--- config.mk ---
export PLATFORM = sky130hd
export DESIGN_NAME = instr_fetch
export DESIGN_NICKNAME = d
export VERILOG_FILES = /design/src/rtl/instr_fetch_pkg.sv /design/src/rtl/instr_fetch_hold_buf.sv /design/src/rtl/instr_fetch.sv
export SDC_FILE = /design/constraint.sdc
export NUM_CORES = 1
export LEC_CHECK = 0
export BUFFER_PORTS_ARGS = -buffer_cell sky130_fd_sc_hd__buf_2
export CAP_MARGIN = 25
export CORE_MARGIN = 2
export CORE_UTILIZATION = 40
export CTS_CLUSTER_SIZE = 28
export DETAILED_ROUTE_END_ITERATION = 10
export SYNTH_ARGS = -nofsm -noshare
export SYNTH_HDL_FRONTEND = slang
export SYNTH_SLANG_ARGS = --single-unit
--- constraint.sdc ---
create_clock -name clk -period 2.6 [get_ports clk]
set_input_delay 0.26 -clock clk [delete_from_list [all_inputs] [get_ports clk]]
set_output_delay 0.26 -clock clk [all_outputs]
set_load 0.005 [all_outputs]
--- src/rtl/instr_fetch_pkg.sv ---
// instr_fetch_pkg -- definitions shared by the instruction fetch stage.
//   if_state_e        : fetch FSM state encoding (BOOT, REQ, HOLD, DRAIN)
//   WORD_W            : instruction word / address width
//   RESET_PC_DEFAULT  : default fetch address after reset
package instr_fetch_pkg;

  localparam int WORD_W = 16;

  localparam logic [WORD_W-1:0] RESET_PC_DEFAULT = 16'h0000;

  typedef enum logic [1:0] {
    ST_BOOT  = 2'd0,
    ST_REQ   = 2'd1,
    ST_HOLD  = 2'd2,
    ST_DRAIN = 2'd3
  } if_state_e;

endpackage : instr_fetch_pkg

--- src/rtl/instr_fetch_hold_buf.sv ---
// if_hold_buf -- one-entry buffer that parks a fetched word while decode
// is stalled.
// Ports:
//   clk, resetn           : clock, asynchronous active-low reset
//   load                  : capture instr_in/pc_in and mark the entry valid
//   unload                : entry consumed, mark it empty
//   clear                 : discard the entry (flush); wins over load/unload
//   instr_in, pc_in       : word and its address to capture
//   valid, instr, pc      : current entry contents
module if_hold_buf
  import instr_fetch_pkg::*;
(
  input  logic              clk,
  input  logic              resetn,
  input  logic              load,
  input  logic              unload,
  input  logic              clear,
  input  logic [WORD_W-1:0] instr_in,
  input  logic [WORD_W-1:0] pc_in,
  output logic              valid,
  output logic [WORD_W-1:0] instr,
  output logic [WORD_W-1:0] pc
);

  logic              valid_q, valid_d;
  logic [WORD_W-1:0] instr_q, instr_d;
  logic [WORD_W-1:0] pc_q, pc_d;

  always_comb begin
    valid_d = valid_q;
    instr_d = instr_q;
    pc_d    = pc_q;
    if (clear) begin
      valid_d = 1'b0;
      instr_d = '0;
      pc_d    = '0;
    end else if (load) begin
      valid_d = 1'b1;
      instr_d = instr_in;
      pc_d    = pc_in;
    end else if (unload) begin
      valid_d = 1'b0;
    end
  end

  always_ff @(posedge clk or negedge resetn) begin
    if (!resetn) begin
      valid_q <= 1'b0;
      instr_q <= '0;
      pc_q    <= '0;
    end else begin
      valid_q <= valid_d;
      instr_q <= instr_d;
      pc_q    <= pc_d;
    end
  end

  assign valid = valid_q;
  assign instr = instr_q;
  assign pc    = pc_q;

endmodule : if_hold_buf

--- src/rtl/instr_fetch.sv ---
// instr_fetch -- instruction fetch stage with a single outstanding memory
// request, a one-entry hold buffer for decode stalls and flush handling.
// Optional feature: define IF_PERF_CNT_EN to add the 32-bit perf_cnt output
// (saturating count of instructions accepted by decode).
// Ports:
//   clk, resetn             : clock, asynchronous active-low reset
//   flush, flush_pc         : squash and retarget fetch to flush_pc
//   stall                   : decode cannot take a new instruction
//   imem_req, imem_addr     : registered memory request / word address
//   imem_rdata, imem_ready  : memory response; ready completes the request
//   if_valid, if_instr,
//   if_pc                   : instruction presented to decode
//   perf_cnt                : (IF_PERF_CNT_EN only) accepted-instruction count
module instr_fetch
  import instr_fetch_pkg::*;
#(
  parameter logic [WORD_W-1:0] RESET_PC = RESET_PC_DEFAULT
) (
  input  logic              clk,
  input  logic              resetn,
  input  logic              flush,
  input  logic [WORD_W-1:0] flush_pc,
  input  logic              stall,
  output logic              imem_req,
  output logic [WORD_W-1:0] imem_addr,
  input  logic [WORD_W-1:0] imem_rdata,
  input  logic              imem_ready,
`ifdef IF_PERF_CNT_EN
  output logic [31:0]       perf_cnt,
`endif
  output logic              if_valid,
  output logic [WORD_W-1:0] if_instr,
  output logic [WORD_W-1:0] if_pc
);

  if_state_e         state_q, state_d;
  logic [WORD_W-1:0] pc_q, pc_d;          // address of the current/next fetch
  logic              req_q, req_d;
  logic [WORD_W-1:0] addr_q, addr_d;
  logic              valid_q, valid_d;
  logic [WORD_W-1:0] instr_q, instr_d;
  logic [WORD_W-1:0] ifpc_q, ifpc_d;

  logic              buf_load, buf_unload, buf_clear;
  logic              buf_valid;
  logic [WORD_W-1:0] buf_instr, buf_pc;

  logic              transfer;
  logic              slot_free;

  assign transfer  = req_q && imem_ready;
  assign slot_free = !valid_q || !stall;

  if_hold_buf u_hold_buf (
    .clk      (clk),
    .resetn   (resetn),
    .load     (buf_load),
    .unload   (buf_unload),
    .clear    (buf_clear),
    .instr_in (imem_rdata),
    .pc_in    (pc_q),
    .valid    (buf_valid),
    .instr    (buf_instr),
    .pc       (buf_pc)
  );

  always_comb begin
    state_d    = state_q;
    pc_d       = pc_q;
    req_d      = req_q;
    addr_d     = addr_q;
    valid_d    = valid_q;
    instr_d    = instr_q;
    ifpc_d     = ifpc_q;
    buf_load   = 1'b0;
    buf_unload = 1'b0;
    buf_clear  = 1'b0;

    unique case (state_q)
      ST_BOOT: begin
        state_d = ST_REQ;
        req_d   = 1'b1;
        addr_d  = pc_q;
      end

      ST_REQ: begin
        if (flush) begin
          valid_d   = 1'b0;
          buf_clear = 1'b1;
          pc_d      = flush_pc;
          if (imem_ready) begin
            // Old request completes this cycle: drop its data, retarget now.
            req_d  = 1'b1;
            addr_d = flush_pc;
          end else begin
            // Request still in flight; it must finish before retargeting.
            state_d = ST_DRAIN;
          end
        end else if (transfer && slot_free) begin
          valid_d = 1'b1;
          instr_d = imem_rdata;
          ifpc_d  = pc_q;
          pc_d    = pc_q + 16'd1;
          req_d   = 1'b1;
          addr_d  = pc_q + 16'd1;
        end else if (transfer) begin
          // Decode is holding the current word: park the new one.
          buf_load = 1'b1;
          req_d    = 1'b0;
          state_d  = ST_HOLD;
        end else if (!stall) begin
          valid_d = 1'b0;
        end
      end

      ST_HOLD: begin
        if (flush) begin
          valid_d   = 1'b0;
          buf_clear = 1'b1;
          pc_d      = flush_pc;
          req_d     = 1'b1;
          addr_d    = flush_pc;
          state_d   = ST_REQ;
        end else if (!stall) begin
          // pc_q still names the parked word, so the next fetch is pc_q+1.
          valid_d    = buf_valid;
          instr_d    = buf_instr;
          ifpc_d     = buf_pc;
          buf_unload = 1'b1;
          pc_d       = pc_q + 16'd1;
          req_d      = 1'b1;
          addr_d     = pc_q + 16'd1;
          state_d    = ST_REQ;
        end
      end

      ST_DRAIN: begin
        valid_d = 1'b0;
        if (flush) begin
          pc_d = flush_pc;
        end else if (imem_ready) begin
          // Stale word is dropped; start fetching at the flush target.
          req_d   = 1'b1;
          addr_d  = pc_q;
          state_d = ST_REQ;
        end
      end

      default: state_d = ST_BOOT;
    endcase
  end

  always_ff @(posedge clk or negedge resetn) begin
    if (!resetn) begin
      state_q <= ST_BOOT;
      pc_q    <= RESET_PC;
      req_q   <= 1'b0;
      addr_q  <= '0;
      valid_q <= 1'b0;
      instr_q <= '0;
      ifpc_q  <= '0;
    end else begin
      state_q <= state_d;
      pc_q    <= pc_d;
      req_q   <= req_d;
      addr_q  <= addr_d;
      valid_q <= valid_d;
      instr_q <= instr_d;
      ifpc_q  <= ifpc_d;
    end
  end

  assign imem_req  = req_q;
  assign imem_addr = addr_q;
  assign if_valid  = valid_q;
  assign if_instr  = instr_q;
  assign if_pc     = ifpc_q;

`ifdef IF_PERF_CNT_EN
  logic [31:0] perf_q, perf_d;

  always_comb begin
    perf_d = perf_q;
    if (valid_q && !stall && !flush && (perf_q != 32'hFFFF_FFFF)) begin
      perf_d = perf_q + 32'd1;
    end
  end

  always_ff @(posedge clk or negedge resetn) begin
    if (!resetn) begin
      perf_q <= '0;
    end else begin
      perf_q <= perf_d;
    end
  end

  assign perf_cnt = perf_q;
`endif

endmodule : instr_fetch

; ---- Word-level counts from Yosys, hierarchy flattened
; Cells that the tools add are included.
[op_classes]
add_sub_neg = 1
eq_ne = 19
n_mux = 61
n_reduce_logical = 17
[ops]
columns = op, n
row1 = 16-bit two-way mux, 21
row2 = 16-bit case mux with 2 select lines, 2
row3 = 16-bit case mux with 4 select lines, 1
row4 = 16-bit case mux with 3 select lines, 1
row5 = 1-bit two-way mux, 25
row6 = "3-bit != test, second input constant", 6
row7 = "16-bit by 1-bit adder with 16-bit output, second input constant", 1
row8 = 2-bit two-way mux, 8
row9 = "2-bit != test, second input constant", 7
row10 = "4-bit != test, second input constant", 3
row11 = 5-bit AND reduction, 2
row12 = 2-bit case mux with 4 select lines, 1
row13 = 4-bit AND reduction, 2
row14 = 6-bit AND reduction, 1
row15 = 3-bit nonzero test, 2
row16 = "2-bit == test, second input constant", 2
row17 = 1-bit case mux with 4 select lines, 1
row18 = 2-bit nonzero test, 2
row19 = 1-bit case mux with 3 select lines, 1
row20 = 3-bit AND reduction, 1
row21 = "2-bit by 1-bit == test with 1-bit output, second input constant", 1
row22 = 1-bit logical AND, 2
row23 = 1-bit logical NOT, 2
row24 = 2-bit logical NOT, 1
row25 = 2 further kinds, 2
[totals]
ff_bits = 101
input_bits = 37
output_inout_bits = 50
elab_cells = 108

; ---- Depth between registers and ports, before layout
[logic_depth]
ltp_word = 8
mapped_depth = 10

; ---- By module
; A second synthesis with hierarchy kept.
[unflattened]
cells_unflattened = 571
area_unflattened_um2 = 5521.5
[by_module_without_submodules]
columns = module, instances, cells_each, area_per_inst_um2, seq_area_each_um2
row1 = instr_fetch, 1, 463, 4151.5, 1701.6
row2 = if_hold_buf, 1, 108, 1370.1, 825.8

; ---- Worst setup path after synthesis
; Ideal clock, no wire load.
[synth_timing]
kind = register to register
from = register pc_q[1]
to = register addr_q[12], in the netlist imem_addr[12]
setup_time_ps = 95
t_arrival_ps = 1828
t_required_ps = 2505
path_slack_ps = 677
path_stages_with_launch = 7
path_buffers = 0
period_less_slack_ps = 1923
path_cell_list = dfrtp_1 > ha_1 > and3_1 > nand3_2 > nor3_1 > mux2_2 > o31ai_1
[synth_via]
elab_chain_len = 4
[synth_rtl]
columns = item, line
row1 = start: declaration, instr_fetch.sv:37  ; logic [WORD_W-1:0] pc_q, pc_d;
row2 = start signal: assignment, instr_fetch.sv:164  ; pc_q <= pc_d;
row3 = 16-bit by 1-bit adder with 16-bit output (*), "instr_fetch.sv:105, instr_fetch.sv:132"
row4 = 16-bit two-way mux (on tied branches), "instr_fetch.sv:124, instr_fetch.sv:99"
row5 = 16-bit two-way mux (on tied branches), "instr_fetch.sv:117, instr_fetch.sv:87"
row6 = 16-bit case mux with 4 select lines (*), instr_fetch.sv:79  ; unique case (state_q)
row7 = end signal: assignment, instr_fetch.sv:166  ; addr_q <= addr_d;
row8 = end: declaration, instr_fetch.sv:39  ; logic [WORD_W-1:0] addr_q, addr_d;
; Every way passes the cells marked *; elsewhere a longest branch is shown, timed or not. The select of a mux whose other input is x is not followed.
; A chain may end at the register's enable or synchronous reset.

; ---- Worst setup path in the final report
[layout_timing]
from = register state_q[1]
to = register addr_q[15], in the netlist imem_addr[15]
[layout_via]
elab_chain_len = 3
[layout_rtl]
columns = item, line
row1 = start: declaration, instr_fetch.sv:36  ; if_state_e state_q, state_d;
row2 = start signal: assignment, instr_fetch.sv:163  ; state_q <= state_d;
row3 = 2-bit by 1-bit == test with 1-bit output / 2-bit == test (equally long branches), instr_fetch.sv:79
row4 = 3-bit != test (no line) / 2-bit != test (equally long branches), -
row5 = 5-bit AND reduction (no line), -
; Parallel ways exist; a longest one is shown, timed or not.

==> flow_summary.toml <==
[run_status]
status = "finished clean"

[cts]
path_clk_slew_ns = 0.07
htreeDepth = 3
clock_latency_ns = 0.35
cts_sinks = 101
tritoncts = "done"
root_buffer = "clkbuf_16"
clockBufferDepth = 2
cts_buffers = 9
post_cts_buffers = 0

[logic_synthesis]
synth-async-reset-ratio = 1.000
ys_ff_latch = 101
synth-edff-count = 0
ys_warn_count = 0
synth_flop_cell = "dfrtp_1"
synth_cell_types = 66
synth_fp_nets = 567
yosysSeqAreaShare = 0.4756
avgSynthCellArea_um2 = 10.12
syn_inst = 525
netlist_area_mm2 = 0.005314

[global_route]
antenna_found_initial = 0
grt_max_degree = 65
grt-ovfl-total = 0
grt_pass1_wl_um = 21650
grt.total_usage = 0.1908
grt_pass1_vias = 4017

[pwr]
p_sw_w = 0.003240
pwr-share-comb = 0.464
pwr-share-seq = 0.366
total_leakage_power_nw = 2.705
ir_drop_uv = 585.5
finalPower_w = 0.007567
clkPwrFrac = 0.170
p_sw_frac = 0.4282
power_density_mw_per_mm2 = 1234
p_int_w = 0.004327

[floorplanning]
die_y_um = 119.3
die_x_um = 119.3
die_area_mm2 = 0.01422
num_rows = 42
initial_core_util = 0.4061
coreArea_mm2 = 0.01309
ios = 87

[setup_path]
reg2reg_to = "imem_addr[15]"
path_cells = "inv_1 > ha_1 > nor2b_4 > o21ai_2 > nor3b_4 > nand2_1 > o31ai_1"
crit_path_end = "imem_addr[15]"
crit_required_ns = 2.84
cp-start-kind = "register"
crit_arrival_ns = 2.64
cp-startpoint = "state_q[1]"
slowest_delay_ns = 0.58
critical_path_class = "reg -> reg"
cp-end-kind = "register"
crit_fanout = 12
reg2reg_depth = 7
slowest_stage = "nor3b_4"
reg2reg_slack_ns = 0.20
rr_startpoint = "state_q[1]"

[finish]
drive_gt1_frac = 0.2441
fin_cells = 770
areaGrowthSynthToFinish_pct = 15.40
fin_nets = 631
nFillCells = 1256
diodes = 0

[place]
place_inst = 753
globalplace.congestion = 0.9300
port_buffers = 86
post-dp-hpwl_um = 9258

[sta]
slew_headroom = 0.5727
skew_ns = 0.01078
rsz0062_at_grt = "no"
finalSetupTns_ns = 0
hold_viol = 0
worst_slew_pin_slew_ns = 0.6402
drv_slew = 0
timing.final.crit_share = 0.9246
setup_viol = 0
timing.hold.ws_ns = 0.1487
fin_crit_ns = 2.404
max_freq_mhz = 416.0

[route]
viasPerCell = 5.583
postRouteAntennaNets = 0
first_iter_violations = 428
vias = 4299
first_pass_iters = 5
wl_per_cell_um = 17.31
drc_errors = 0
wirelength_um = 13330

[hold_path]
worstHoldPathType = "in -> reg"
min_from = "imem_rdata[8]"

[job]
cap_violations = 0
-- flip-flops by register name, indices dropped and copies added, names as in the netlist --
| name | flops |
|---|---|
| if_instr | 16 |
| state_q | 2 |
| if_valid | 1 |
| u_hold_buf.instr | 16 |
| u_hold_buf.valid | 1 |
| pc_q | 16 |
| u_hold_buf.pc | 16 |
| if_pc | 16 |
| imem_addr | 16 |
| imem_req | 1 |
-- routing by layer --
metal  global-route usage  vias up  routed length, um
li1                     -     2035                  -
met1               0.2695     2110               6156
met2               0.2978      140               6287
met3              0.03017       14                687
met4              0.06771        0                196
met5                    0        -                  0
-- cell families after synthesis --
group / after synthesis / synth area share
muxes: 44 / 0.08382
adders and majority gates: 5 / 0.01177
xor gates and xnor gates: 6 / 0.009889
AOI/OAI and AO/OA: 174 / 0.2227
and+or+nand+nor: 139 / 0.1406
buffers and inverters: 56 / 0.05557
DFF: 101 / 0.4756
-- placed cells by master (no fill, tap or decap), drive strengths merged, types with 5 or more instances in the layout --
cell / n
a21oi: 59
o31ai: 7
dfrtp: 101
o22ai: 7
clkbuf: 11
o21ai: 27
a31oi: 8
xnor2: 6
ha: 5
nand2: 46
nor3: 7
nand3: 12
buf: 98
inv: 13
a22o: 33
mux2i: 40
nor2: 49
-- power groups by stage --
| stage | clock network [W] | logic, W | registers (W) |
|---|---|---|---|
| floorplan | 0 | 0.00275 | 0.00250 |
| CTS | 0.00133 | 0.00353 | 0.00276 |
| detailed placement | 0 | 0.00352 | 0.00279 |
| finish | 0.00129 | 0.00351 | 0.00277 |
| global placement | 0 | 0.00346 | 0.00277 |
| global route | 0.00139 | 0.00392 | 0.00285 |
-- cell usage after synthesis, types with 4 or more instances --
| cell type | n | area (um2) |
|---|---|---|
| o31ai_1 | 7 | 52.55 |
| a32oi_1 | 4 | 35.03 |
| a21oi_1 | 58 | 290.3 |
| buf_2 | 17 | 85.08 |
| ha_1 | 5 | 62.56 |
| mux2_2 | 4 | 45.04 |
| o22ai_1 | 7 | 43.79 |
| o21ai_0 | 23 | 115.1 |
| nor2_1 | 49 | 183.9 |
| buf_6 | 4 | 45.04 |
| nor3_1 | 5 | 25.02 |
| nand3_1 | 8 | 40.04 |
| mux2i_1 | 40 | 400.4 |
| clkbuf_1 | 14 | 52.55 |
| dfrtp_1 | 101 | 2527 |
| and3_1 | 4 | 25.02 |
| a22o_1 | 33 | 289.0 |
| nand2_1 | 45 | 168.9 |
| buf_4 | 9 | 67.56 |
| a31oi_1 | 7 | 43.79 |
| xnor2_1 | 6 | 52.55 |
| inv_1 | 10 | 37.54 |
-- stage by stage --
stage | utilization | worst slack [ns] | area (um2)
6_report | 0.4686 | 0.1960 | 6132
3_5_place_dp | 0.4462 | 0.2277 | 5838
3_3_place_gp | 0.4462 | 0.3527 | 5838
2_1_floorplan | - | 0.6765 | 5314
4_1_cts | 0.4686 | 0.2045 | 6132
5_1_grt | 0.4686 | 0.01880 | 6132
-- layout make-up --
cell class                      instances  area, um2  area share
Sequential cell                       101       2527      0.4122
Multi-Input combinational cell        368       2505      0.4085
Timing Repair Buffer                   99      558.0     0.09100
Clock buffer                           11      242.7     0.03958
Tap cell                              176      220.2     0.03591
Clock inverter                          5      41.29    0.006733
Inverter                               10      37.54    0.006121
-- worst min-delay path by stage --
stage                                endpoint  depth (start not counted)
final                     u_hold_buf.instr[8]                          2
after global routing      u_hold_buf.instr[6]                          2
after CTS                 u_hold_buf.instr[7]                          2
after detailed placement             if_pc[7]                          1
after global placement              if_pc[10]                          1
after floorplan                   if_instr[0]                          0
-- timing repair --
item / 4_1_cts / 5_1_grt
gates resized for setup: 0 / 0
hold buffers: 1 / 0
endpoints found under the hold margin: 39 / 0
endpoints found under the setup margin: 0 / 0
-- worst max-delay path, delay by kind of cell (launching register included) --
kind | cells | cell delay, ns
simple gates | 3 | 1.01
flops | 1 | 0.39
buf+inv | 1 | 0.08
fa+ha+maj | 1 | 0.35
compound gates | 2 | 0.45
Power figures use the tool's default switching activity.
